--- src/rtl/iter_ctrl_pkg.sv ---
// Shared definitions for the iteration controller: state encoding and parameter range limits.
package iter_ctrl_pkg;

  typedef enum logic [2:0] {
    ST_IDLE     = 3'd0,
    ST_WAIT_REL = 3'd1,
    ST_LOAD     = 3'd2,
    ST_STEP     = 3'd3,
    ST_DONE     = 3'd4
  } state_t;

  localparam int unsigned CNT_W_MIN       = 1;
  localparam int unsigned CNT_W_MAX       = 31;
  localparam int unsigned LOAD_CYCLES_MIN = 1;

  // Largest value an unsigned counter of width w can hold.
  function automatic int unsigned cnt_max(input int unsigned w);
    return (32'd1 << w) - 32'd1;
  endfunction

endpackage

--- src/rtl/iter_counter.sv ---
// Saturating up-counter with synchronous clear and an equality compare
// against a programmable terminal value.
module iter_counter #(
  parameter int unsigned W = 5
) (
  input  logic         clk,
  input  logic         rst,
  input  logic         clr,
  input  logic         inc,
  input  logic [W-1:0] term,
  output logic [W-1:0] cnt,
  output logic         hit_c
);

  // Clear wins over increment; increment stops at all-ones.
  always_ff @(posedge clk or negedge rst) begin
    if (!rst) begin
      cnt <= '0;
    end else if (clr) begin
      cnt <= '0;
    end else if (inc && (cnt != '1)) begin
      cnt <= cnt + W'(1);
    end
  end

  assign hit_c = (cnt == term);

endmodule

--- src/rtl/iter_ctrl.sv ---
// Start/load/iterate sequencer for the shift/normalise datapath.
// Optional iteration limit and timeout flag: define ITER_TIMEOUT_EN.
module iter_ctrl
  import iter_ctrl_pkg::*;
#(
  parameter int unsigned CNT_W       = 5,
  parameter int unsigned LOAD_CYCLES = 1,
  parameter int unsigned MAX_ITER    = 31
) (
  input  logic             clk,
  input  logic             rst,
  input  logic             start,
  input  logic             zer,
  output logic             wen,
  output logic             wenep,
  output logic             sel,
  output logic             busy,
  output logic             done,
  output logic [CNT_W-1:0] iter_cnt
`ifdef ITER_TIMEOUT_EN
  ,
  output logic             timeout
`endif
);

  if ((CNT_W < CNT_W_MIN) || (CNT_W > CNT_W_MAX)) begin : g_bad_cnt_w
    $error("iter_ctrl: CNT_W out of range");
  end
  if ((LOAD_CYCLES < LOAD_CYCLES_MIN) || (LOAD_CYCLES > cnt_max(CNT_W))) begin : g_bad_load
    $error("iter_ctrl: LOAD_CYCLES out of range");
  end
  if (MAX_ITER > cnt_max(CNT_W)) begin : g_bad_max_iter
    $error("iter_ctrl: MAX_ITER out of range");
  end

  localparam logic [CNT_W-1:0] LOAD_LAST = CNT_W'(LOAD_CYCLES - 1);

  state_t           state, state_nxt;
  logic             cnt_clr, cnt_inc, cnt_hit_c, limit_c;
  logic [CNT_W-1:0] term;

  // One counter serves both the load-cycle count and the iteration count.
  iter_counter #(.W(CNT_W)) u_cnt (
    .clk   (clk),
    .rst   (rst),
    .clr   (cnt_clr),
    .inc   (cnt_inc),
    .term  (term),
    .cnt   (iter_cnt),
    .hit_c (cnt_hit_c)
  );

`ifdef ITER_TIMEOUT_EN
  localparam logic [CNT_W-1:0] ITER_LAST = CNT_W'(MAX_ITER);
  assign term    = (state == ST_LOAD) ? LOAD_LAST : ITER_LAST;
  assign limit_c = cnt_hit_c;

  // Sticky until the next operation leaves WAIT_REL for LOAD.
  always_ff @(posedge clk or negedge rst) begin
    if (!rst) begin
      timeout <= 1'b0;
    end else if ((state == ST_STEP) && !zer && limit_c) begin
      timeout <= 1'b1;
    end else if ((state == ST_WAIT_REL) && !start) begin
      timeout <= 1'b0;
    end
  end
`else
  assign term    = LOAD_LAST;
  assign limit_c = 1'b0;
`endif

  always_ff @(posedge clk or negedge rst) begin
    if (!rst) begin
      state <= ST_IDLE;
    end else begin
      state <= state_nxt;
    end
  end

  // Next state and state-decoded outputs; only STEP writes depend on zer.
  always_comb begin
    state_nxt = state;
    cnt_clr   = 1'b0;
    cnt_inc   = 1'b0;
    wen       = 1'b0;
    wenep     = 1'b0;
    sel       = 1'b0;
    busy      = 1'b1;
    done      = 1'b0;
    unique case (state)
      ST_IDLE: begin
        busy = 1'b0;
        if (start) state_nxt = ST_WAIT_REL;
      end
      ST_WAIT_REL: begin
        if (!start) begin
          state_nxt = ST_LOAD;
          cnt_clr   = 1'b1;
        end
      end
      ST_LOAD: begin
        sel = 1'b1;
        wen = 1'b1;
        if (cnt_hit_c) begin
          state_nxt = ST_STEP;
          cnt_clr   = 1'b1;
        end else begin
          cnt_inc = 1'b1;
        end
      end
      ST_STEP: begin
        if (zer || limit_c) begin
          state_nxt = ST_DONE;
        end else begin
          wen     = 1'b1;
          wenep   = 1'b1;
          cnt_inc = 1'b1;
        end
      end
      ST_DONE: begin
        done      = 1'b1;
        state_nxt = ST_IDLE;
      end
      default: begin
        busy      = 1'b0;
        state_nxt = ST_IDLE;
      end
    endcase
  end

endmodule

--- config.mk ---
export PLATFORM = sky130hd
export DESIGN_NAME = iter_ctrl
export DESIGN_NICKNAME = d
export VERILOG_FILES = /design/src/rtl/iter_ctrl_pkg.sv /design/src/rtl/iter_counter.sv /design/src/rtl/iter_ctrl.sv
export SDC_FILE = /design/constraint.sdc
export NUM_CORES = 1
export LEC_CHECK = 0
export CAP_MARGIN = 20
export CELL_PAD_IN_SITES_DETAIL_PLACEMENT = 1
export CELL_PAD_IN_SITES_GLOBAL_PLACEMENT = 1
export CORE_MARGIN = 2
export CORE_UTILIZATION = 37
export CTS_CLUSTER_DIAMETER = 150
export DETAILED_ROUTE_END_ITERATION = 7
export PLACE_DENSITY_LB_ADDON = 0.1
export SLEW_MARGIN = 20
export SYNTH_ARGS = -nofsm -noshare
export SYNTH_HDL_FRONTEND = slang
export SYNTH_SLANG_ARGS = --single-unit
export TNS_END_PERCENT = 5
--- constraint.sdc ---
create_clock -name clk -period 3.4 [get_ports clk]
set_input_delay 1.02 -clock clk [delete_from_list [all_inputs] [get_ports clk]]
set_output_delay 1.02 -clock clk [all_outputs]
set_load 0.02 [all_outputs]
==> results by group <==
Clocking
  – Post-CTS setup buffers: 0
  – Clock Path Buffers: 2
  – Clk_lat worst skew: 0.26 ns
  – CTS root buf: clkbuf_4
  – H-tree Lvls: 1
  – CTS Buf Count: 3
  – Sink Count: 8
  – CTS Hold Bufs: 0
  – CTS tree: done
  – Clock slew at reported path FFs: 0.05 ns

Timing
  – Worst relative slew slack: 72.73%
  – Crit path time final: 3.342 ns
  – Worst-Margin Slew: 0.4090 ns
  – Part of the cycle the worst path needs: 98.30%
  – Max Fclk: 0.2992 GHz
  – RSZ-0062 raised after global routing: false
  – Setup Viol. Count Final: 0
  – Clock skew: 0.004327 ns
  – Max-slew violation count: 0
  – Fin Setup TNS: 0 ns
  – Final hold violation count: 0
  – Hold slack: 0.5856 ns

Setup path
  – Worst path required time: 2.38 ns
  – CP endpoint kind: primary output
  – Critical path class: in2out
  – Crit-path max FO: 2
  – FF-to-FF setup slack: 1.31 ns
  – RR Endpoint: u_cnt.cnt[3]$_DFFE_PN0P_
  – CP startpoint: zer
  – Critical Path Start Type: primary input
  – Critical path arrival: 2.32 ns
  – Worst R2R Start: u_cnt.cnt[0]$_DFFE_PN0P_
  – Setup crit end: wenep
  – Worst reg-to-reg path cell count: 7

Final layout
  – Area Overhead vs Synth: 33.49%
  – Nets: 74
  – Layout cells sized above 1: 18.46%
  – FILL cells: 156
  – Final Non-Filler Cells: 80
  – Ant diodes: 0

Global routing
  – Vias in the first global route: 457
  – GRT overflow: 0
  – First-pass GRT wire length: 2.104 mm
  – Pin count of the biggest net entering global routing: 11
  – Initial antenna violation count: 0
  – GRT Total Usage: 16.18%

Flow run
  – # Max-Cap Violations: 0

Drt
  – DRT Pass-1 Iters: 4
  – Total Wirelength: 1.156 mm
  – Via density: 5.163
  – Initial drt markers: 2
  – Wire per inst: 14.45 um
  – DRC Markers: 0
  – Post-route ant nets: 0
  – Via count: 413

Power
  – Leakage: 0.3144 nW
  – Pwr Density: 772.0 nW/um^2
  – Worst vdd ir: 0.3313 mV

Yosys
  – Cells after Synth: 48
  – Register area share after synthesis: 37.74%
  – Ys Warns: 0
  – Mean Syn Cell Area: 11.05 um^2
  – Post-synth net total: 55
  – Post-Syn Area: 530.5 um^2
  – Synth cell types: 24
  – Post-synthesis register bit count: 8

Die
  – Die ar.: 1753 um^2
  – I/O pin count: 14
  – Die width: 41.87 um
  – Row Count: 13
  – Die Ht: 41.87 um
  – Core area: 1318 um^2
  – Initial Util: 40.27%

Placed design
  – Dpl hpwl: 900.5 um
  – Port Buffer Count: 13
  – Placed Instances: 77
  – GPL Wtd Cong: 0.6851

Run status
  – Status: complete, no violations

Hold path
  – Hold WC Path Type: reg2reg
-- layout make-up --
type	count	area [um^2]	share of cell area [%]
Timing Repair Buffer	15	147.6	20.85
Sequential cell	8	200.2	28.27
Tap cell	15	18.77	2.650
Inverter	6	22.52	3.180
Multi-Input combinational cell	33	296.5	41.87
Clock buffer	3	22.52	3.180
-- layer usage --
metal | vias up | global-route usage, % | wire length, um
met5 | - | 0 | 0
met4 | 0 | 7.742 | 17
met3 | 4 | 6.522 | 63
met2 | 11 | 23.13 | 517
met1 | 195 | 21.02 | 558
li1 | 203 | - | -
-- flip-flops by register name, indices dropped and copies added (netlist names) --
register,flops
state,3
u_cnt.cnt,5
-- synthesized netlist by cell type, drive strengths merged --
master,n,area [um^2]
or4b,2,23.77
a31o,2,17.52
nand4bb,1,16.27
inv,6,22.52
or2b,1,7.510
buf,1,11.26
ha,3,37.54
a21oi,2,10.01
xnor2,2,17.52
dfrtp,8,200.2
nand2,1,3.750
nor3,2,10.01
o31ai,1,21.27
nor2,6,22.52
nor4b,1,15.01
and2,1,6.260
a211oi,2,20.02
o21ai,1,5.000
o2bb2ai,1,27.53
mux2i,2,20.02
o211ai,1,7.510
and3,1,7.510
-- cell families (layout without fill, tap and decap cells) --
family | count (synthesis) | after routing | synth area share (%)
flops | 8 | 8 | 37.74
buf+inv | 7 | 24 | 6.367
xor+xnor | 2 | 2 | 3.302
simple gates | 16 | 16 | 21.23
fa+ha+maj | 3 | 3 | 7.076
compound gates | 10 | 10 | 20.52
mux | 2 | 2 | 3.774
-- per-stage QoR --
stage          instance area, um^2  total power, W  utilization (%)  worst slack (ns)
6_report                     708.2       0.0005467            53.75           0.05791
5_1_grt                      708.2       0.0005938            53.75          0.005205
4_1_cts                      705.7       0.0005591            53.56           0.01900
3_5_place_dp                 683.2       0.0004813            51.85           0.02937
3_3_place_gp                 683.2       0.0004711            51.85           0.04856
2_1_floorplan                530.5       0.0003774                -            0.9154
-- placed cells by master (no fill, tap or decap), drive strengths merged --
cell and n:
and2 1, buf 2, nor3 2, o211ai 1, nand4bb 1, mux2i 2, a31o 2, clkbuf 3
xnor2 2, a21oi 2, nor4b 1, nor2 6, ha 3, nand2 1, dlymetal6s2s 1, clkdlybuf4s50 12
or2b 1, o21ai 1, o2bb2ai 1, a211oi 2, and3 1, o31ai 1, or4b 2, inv 6
dfrtp 8
-- worst max-delay path: stages --
cell and delay, ns:
clkdlybuf4s50_1 0.41, nand4bb_2 0.23, inv_1 0.07, clkdlybuf4s50_1 0.59
-- power breakdown --
group	switching, W	internal (W)
Sequential	0.0000456	0.000119
Combinational	0.000160	0.000148
Clock	0.0000337	0.0000405
-- timing repair --
action	4_1_cts	5_1_grt
endpoints found under the hold margin	0	0
resized for setup	0	1
endpoints found under the setup margin	0	1
-- worst min path at each step --
stage / startpoint / endpoint / depth (start not counted)
2_1_floorplan: state[2]$_DFFE_PN0P_ / state[0]$_DFFE_PN0P_ / 1
3_3_place_gp: u_cnt.cnt[4]$_DFFE_PN0P_ / u_cnt.cnt[4]$_DFFE_PN0P_ / 2
3_5_place_dp: u_cnt.cnt[4]$_DFFE_PN0P_ / u_cnt.cnt[4]$_DFFE_PN0P_ / 2
4_1_cts: u_cnt.cnt[1]$_DFFE_PN0P_ / u_cnt.cnt[1]$_DFFE_PN0P_ / 2
5_1_grt: u_cnt.cnt[0]$_DFFE_PN0P_ / u_cnt.cnt[0]$_DFFE_PN0P_ / 2
6_report: u_cnt.cnt[1]$_DFFE_PN0P_ / u_cnt.cnt[1]$_DFFE_PN0P_ / 2
(Power assumes the default switching activity.)
